--- src/rtl/reg_file.sv ---
// Multi-entry register file with one write port, two registered read ports and a per-entry busy scoreboard.
// Define REG_FILE_BYPASS_EN to forward same-edge write data (and reserve state) to the read ports.
module reg_file #(
  parameter  int WIDTH    = 64,
  parameter  int DEPTH    = 32,
  parameter  int ZERO_REG = 1,
  localparam int AW       = $clog2(DEPTH)
) (
  input  logic             clk,
  input  logic             rst,
  input  logic             we,
  input  logic [AW-1:0]    waddr,
  input  logic [WIDTH-1:0] wdata,
  input  logic             rsv,
  input  logic [AW-1:0]    rsv_addr,
  input  logic             re_a,
  input  logic [AW-1:0]    raddr_a,
  output logic [WIDTH-1:0] rdata_a,
  output logic             rbusy_a,
  output logic             rvalid_a,
  input  logic             re_b,
  input  logic [AW-1:0]    raddr_b,
  output logic [WIDTH-1:0] rdata_b,
  output logic             rbusy_b,
  output logic             rvalid_b
);

  localparam logic [AW:0] DEPTH_C = (AW+1)'(DEPTH);

  logic [WIDTH-1:0] mem [DEPTH];
  logic [DEPTH-1:0] busy;

  logic             re_p0      [2];
  logic [AW-1:0]    raddr_p0   [2];
  logic [WIDTH-1:0] rd_data_p0 [2];
  logic             rd_busy_p0 [2];

  logic [WIDTH-1:0] rdata_p1   [2];
  logic             rbusy_p1   [2];
  logic             vld_p1     [2];

  // Entry 0 (when hardwired) and addresses past DEPTH are neither stored nor read.
  function automatic logic addr_ok(input logic [AW-1:0] a);
    return ({1'b0, a} < DEPTH_C) && !((ZERO_REG != 0) && (a == '0));
  endfunction

  assign re_p0[0]    = re_a;
  assign re_p0[1]    = re_b;
  assign raddr_p0[0] = raddr_a;
  assign raddr_p0[1] = raddr_b;

  always_ff @(posedge clk or posedge rst) begin
    if (rst) begin
      for (int i = 0; i < DEPTH; i++) mem[i] <= '0;
    end else if (we && addr_ok(waddr)) begin
      mem[waddr] <= wdata;
    end
  end

  // Reserve is applied after the write clear so a same-edge new producer wins.
  always_ff @(posedge clk or posedge rst) begin
    if (rst) begin
      busy <= '0;
    end else begin
      if (we && addr_ok(waddr))     busy[waddr]    <= 1'b0;
      if (rsv && addr_ok(rsv_addr)) busy[rsv_addr] <= 1'b1;
    end
  end

  // Stage p0: operand lookup
  always_comb begin
    for (int p = 0; p < 2; p++) begin
      rd_data_p0[p] = '0;
      rd_busy_p0[p] = 1'b0;
      if (addr_ok(raddr_p0[p])) begin
`ifdef REG_FILE_BYPASS_EN
        if (we && (waddr == raddr_p0[p])) begin
          rd_data_p0[p] = wdata;
          rd_busy_p0[p] = rsv && (rsv_addr == raddr_p0[p]);
        end else begin
          rd_data_p0[p] = mem[raddr_p0[p]];
          rd_busy_p0[p] = busy[raddr_p0[p]];
        end
`else
        rd_data_p0[p] = mem[raddr_p0[p]];
        rd_busy_p0[p] = busy[raddr_p0[p]];
`endif
      end
    end
  end

  // Stage p1: registered read results; data/busy hold when no read is issued
  always_ff @(posedge clk or posedge rst) begin
    if (rst) begin
      for (int p = 0; p < 2; p++) begin
        rdata_p1[p] <= '0;
        rbusy_p1[p] <= 1'b0;
        vld_p1[p]   <= 1'b0;
      end
    end else begin
      for (int p = 0; p < 2; p++) begin
        vld_p1[p] <= re_p0[p];
        if (re_p0[p]) begin
          rdata_p1[p] <= rd_data_p0[p];
          rbusy_p1[p] <= rd_busy_p0[p];
        end
      end
    end
  end

  assign rdata_a  = rdata_p1[0];
  assign rbusy_a  = rbusy_p1[0];
  assign rvalid_a = vld_p1[0];
  assign rdata_b  = rdata_p1[1];
  assign rbusy_b  = rbusy_p1[1];
  assign rvalid_b = vld_p1[1];

endmodule

--- config.mk ---
export PLATFORM = sky130hd
export DESIGN_NAME = reg_file
export DESIGN_NICKNAME = d
export VERILOG_FILES = /design/src/rtl/reg_file.sv
export SDC_FILE = /design/constraint.sdc
export NUM_CORES = 2
export LEC_CHECK = 0
export ABC_CLOCK_PERIOD_IN_PS = 112800
export CORE_MARGIN = 2
export CORE_UTILIZATION = 55
export CTS_BUF_LIST = sky130_fd_sc_hd__clkbuf_4
export DETAILED_ROUTE_END_ITERATION = 12
export PLACE_DENSITY_LB_ADDON = 0.25
export SLEW_MARGIN = 20
export SYNTH_ARGS = -nofsm -noshare
export SYNTH_HDL_FRONTEND = slang
export SYNTH_SLANG_ARGS = --single-unit
export TNS_END_PERCENT = 10
--- constraint.sdc ---
create_clock -name clk -period 112.8 [get_ports clk]
set_clock_uncertainty 0.15 [all_clocks]
set_input_delay 33.84 -clock clk [delete_from_list [all_inputs] [get_ports clk]]
set_output_delay 33.84 -clock clk [all_outputs]
set_load 0.005 [all_outputs]
== After elaboration in Yosys (flattened, before gate mapping) ==
Index checks and enable logic that the tools add are counted.
Widths: inputs -> output; s select.
Word-level totals
  output and inout port bits: 132
  logic and storage cells: 89
  register bits after elaboration: 2212
  input port bits: 90
Operators by class
  muxes and demuxes: 23
  bitwise gates (word level): 6
  reductions and logical operators: 11
  order comparisons: 10
Operators by type and width (count)
  $bwmux 2048: 1
  $bmux 64 s5: 2
  $mux 64: 7
  $demux 64 s5: 1
  $mux 32: 2
  $and 32x32->32: 1
  $not 32->32: 1
  $or 32x32->32: 1
  $lt 5x6->1 const B: 4
  $logic_not 5->1: 4
  $ge 6x6->1 const B: 3
  $not 5->6: 3
  $bmux 1 s5: 2
  $demux 1 s5: 2
  $ge 5x1->1 const B: 2
  $lt 6x1->1 const B: 1
  $mux 1: 6
  $logic_and 1x1->1: 5
  $logic_not 1->1: 2

== Longest topological paths before layout ==
  word-level depth: 9
  mapped depth: 9
  mapped depth without buffers: 4

== Worst setup path before layout ==
OpenSTA, ideal clock, no wires.
  path type: input port to flip-flop
  from: input raddr_b[1]
  to: register rdata_p1, in the netlist rdata_b[11]
  slack: 77.076 ns
  arrival: 35.445 ns
  stages: 7
  buffers on the path: 3
  library setup time: 0.129 ns
  cells stage by stage: buf_2 -> buf_2 -> clkbuf_1 -> mux4_2 -> a22oi_1 -> a21oi_1 -> a2111o_1
Between the ends
  word-level cells in the longest chain between the ends: 5
  elaborated cells on any way between the ends: 6
RTL lines
  start: declaration: RTL line 22  | input logic [AW-1:0] raddr_b,
  $not 5->6 (not written as such): RTL line 85  | rd_data_p0[p] = mem[raddr_p0[p]];
  $bmux 64 s5: RTL line 85
  $mux 64 (not written as such) (2 in series): RTL line 85
  $mux 64 *: RTL line 75  | if (addr_ok(raddr_p0[p])) begin
  end signal: indexed assignment: RTL line 104  | rdata_p1[p] <= rd_data_p0[p];
  end: declaration: RTL line 38  | logic [WIDTH-1:0] rdata_p1 [2];
Mark *: on every way between the ends. The rest lies on a longest branch, timed or not. The select of a mux whose other input is x is not followed.
A chain may end at the register's enable or synchronous reset.

==> reports/results.tsv <==
metric	value	unit
grt_pass1_wl	572000	um
synth_compound_area_frac	0.0568	
fin_crit_sh	0.345	
cts_tree	done	
start_kind	input pin	
postSynthCellCount	8023	
tightest_slew	1.45	ns
post_drt_wl_per_cell	34.7	um
synth_edf_count	0	
row_count	168	
synth_xor_area_frac	0	
synth_simple_gate_area_frac	0.0233	
vias	80000	
required	113.99	ns
core	209000	sq um
gp_congestion	0.830	
overflow	0	
regToRegStartpoint	mem[1672]$_DFFE_PP0P_	
status	complete, no violations	
cts_setup_buffers	0	
synth_top_family_by_area	multiplexers	
drt_first_pass_iters	6	
crit_chain	clkdlybuf4s50_1, inv_8, buf_4, buf_4, buf_4, buf_4, buf_4, buf_4	
fin_setup_tns	0	ns
htree_levels	6	
grt_max_degree	187	
power_density	17.7	nW/um^2
die_y	462	um
drive_above_1_share	0.470	
max_cap_viol_count	0	
cpMostUsedCell	buf_4	
area_delta_synth_final	9.55	%
ios	222	
drtIter0Drc	9026	
clk_latency	1.41	ns
startpoint	rst	
yosys.area_share.adder	0	
dieArea	213000	sq um
syn_area_per_cell	14.4	sq um
critPathCaptureType	async pin	
synth_area_leader_cell	dfrtp_1	
netlist.area_leader.share	0.480	
critPathKind	in -> async	
slew_violations	0	
min_path_type	reg -> reg	
ys_ff_latch	2212	
crit_buf_inv	8	
irDropWorstVdd	0.0128	mV
rsz0062_at_grt	no	
start_util	0.552	
critPathSlowestCell	buf_4	
antenna_found_initial	34	
min_from	mem[2032]$_DFFE_PP0P_	
portBuffers	221	
nets	8224	
root_buffer	clkbuf_4	
die_w	462	um
synthTopCellsByArea	dfrtp_1, mux2_2, mux4_2	
grt_pass1_vias	82100	
clkSinkCount	2212	
cp_top_family	buffers and inverters	
syn_area	115000	sq um
synth_mux_area_frac	0.403	
cts_buffer_depth	4	
avgViaCountPerCell	7.03	
max_stage_delay	0.90	ns
arrival	40.05	ns
drc	0	
grtUsageTotal	0.372	
r2r_slack	110.71	ns
crit_fanout	118	
timing_hold_violations_final	0	
cts_buffers	610	
fmax	0.0257	GHz
leakage	55.9	nW
synthArstFlopShare	1.00	
hold_slack	0.245	ns
fill_cells	16200	
yosysUniqueCellTypes	56	
cts-resized-gates	0	
clk_pin_slew	0.07	ns
synth_nets	8113	
setup_viol	0	
ys_seq_area_frac	0.480	
min_period	38.86	ns
ys.flop_type	dfrtp_1	
yosys_warnings	0	
drt_wl_total	395000	um
dp_hpwl	212000	um
cts_hold_buffers	0	
worst_slew_margin_rel	0.0328	
antenna_left	0	
==> cell usage after synthesis (3+ instances only) <==
cell type	count
a2111o_1	9
or3b_1	3
mux2_1	10
mux2i_1	624
a2111oi_0	4
o211ai_1	26
a22oi_1	169
o21ai_0	56
o2111ai_1	32
a211oi_1	4
nand2b_1	29
buf_2	360
mux4_2	730
or3_1	3
nor3_1	33
o311a_1	27
a32oi_1	63
buf_6	10
a31oi_1	4
nor2_1	192
and2_1	6
nand2_1	152
a221oi_1	27
nor2b_1	54
buf_1	18
inv_1	41
or4_1	28
nor4_1	4
mux2_2	2099
and3b_1	4
buf_4	49
o22ai_1	62
a32o_1	3
a21oi_1	97
nand3b_1	10
a22o_1	167
nor3b_1	12
o221ai_1	63
clkbuf_1	463
dfrtp_1	2212
nand3_1	19
and3_1	4
o2111a_1	25
==> layout make-up <==
class | count | area (sq um) | area share
flip-flops and latches | 2212 | 55400 | 0.438
inverters | 42 | 169 | 0.00134
clock inverters | 117 | 679 | 0.00538
well taps | 2805 | 3510 | 0.0278
clock buffers | 897 | 6730 | 0.0533
multi-input cells | 4869 | 56000 | 0.444
repair buffers | 399 | 3710 | 0.0294
diodes | 33 | 82.6 | 0.000654
==> sequential cells by signal, summed over array words and instances, names as in the netlist <==
name and count:
mem 2048, rdata_a 64, rdata_b 64, busy 32, rbusy_a 1, rbusy_b 1
rvalid_a 1, rvalid_b 1
==> cells by family after synthesis <==
group	Yosys count
flip-flops	2212
AO/OA/AOI/OAI	844
AND/OR/NAND/NOR	562
buffers and inverters	942
multiplexers	3463
==> worst paths after layout <==
| path | endpoint | cells after the start |
|---|---|---|
| max reg2reg | rdata_a[8]$_DFFE_PP0P_ | 4 |
| min | mem[2032]$_DFFE_PP0P_ | 0 |
| max | mem[537]$_DFFE_PP0P_ | 8 |
| min reg2reg | mem[2032]$_DFFE_PP0P_ | 0 |
| max in group clk | rdata_b[36]$_DFFE_PP0P_ | 9 |
| min in group asynchronous | mem[1080]$_DFFE_PP0P_ | 2 |
==> metrics by stage <==
step | setup WS (ns) | instance area, sq um | util | instances | total power [mW]
floorplan | 16.31 | 115000 | - | 8023 | 1.38
global placement | 72.35 | 119000 | 0.568 | 10300 | 1.49
detailed placement | 72.14 | 119000 | 0.568 | 10300 | 1.51
CTS | 73.64 | 126000 | 0.604 | 11300 | 2.23
global route | 73.08 | 126000 | 0.604 | 11400 | 2.33
finish | 73.94 | 126000 | 0.604 | 11400 | 2.23
==> layer usage <==
| metal | GRT usage | routed length, um |
|---|---|---|
| met1 | 0.501 | 151000 |
| met2 | 0.559 | 178000 |
| met3 | 0.0936 | 44500 |
| met4 | 0.196 | 21000 |
| met5 | 0 | 96 |
==> cell usage in the layout (no fill, tap or decap), types with 10 or more instances in the layout <==
master / count
nor2_1: 178
o2111a_1: 25
nor2b_1: 47
o221ai_1: 63
nor3_1: 32
a22o_1: 167
clkinv_1: 87
a22oi_1: 169
o311a_1: 27
mux2i_1: 624
o22ai_1: 62
buf_12: 11
a32oi_1: 63
clkdlybuf4s50_1: 206
a21oi_1: 97
dfrtp_1: 2212
clkbuf_4: 897
o211ai_1: 26
nor2_4: 15
mux2_2: 2099
o21ai_0: 55
a221oi_1: 27
diode_2: 33
mux2_1: 10
mux4_2: 730
o2111ai_1: 32
nand2b_1: 28
nand3b_1: 10
inv_1: 38
inv_2: 12
nand3_1: 18
or4_1: 28
buf_4: 165
nand2_1: 137
nand2_4: 14
==> power breakdown <==
part           leakage [nW]  internal, mW  total (mW)  switching [mW]
logic                  23.1         0.262       0.445           0.183
clock network          4.45         0.379       0.725           0.346
registers              28.4         0.943        1.06           0.118
total                  55.9          1.58        2.23           0.646
(Power assumes the default switching activity.)
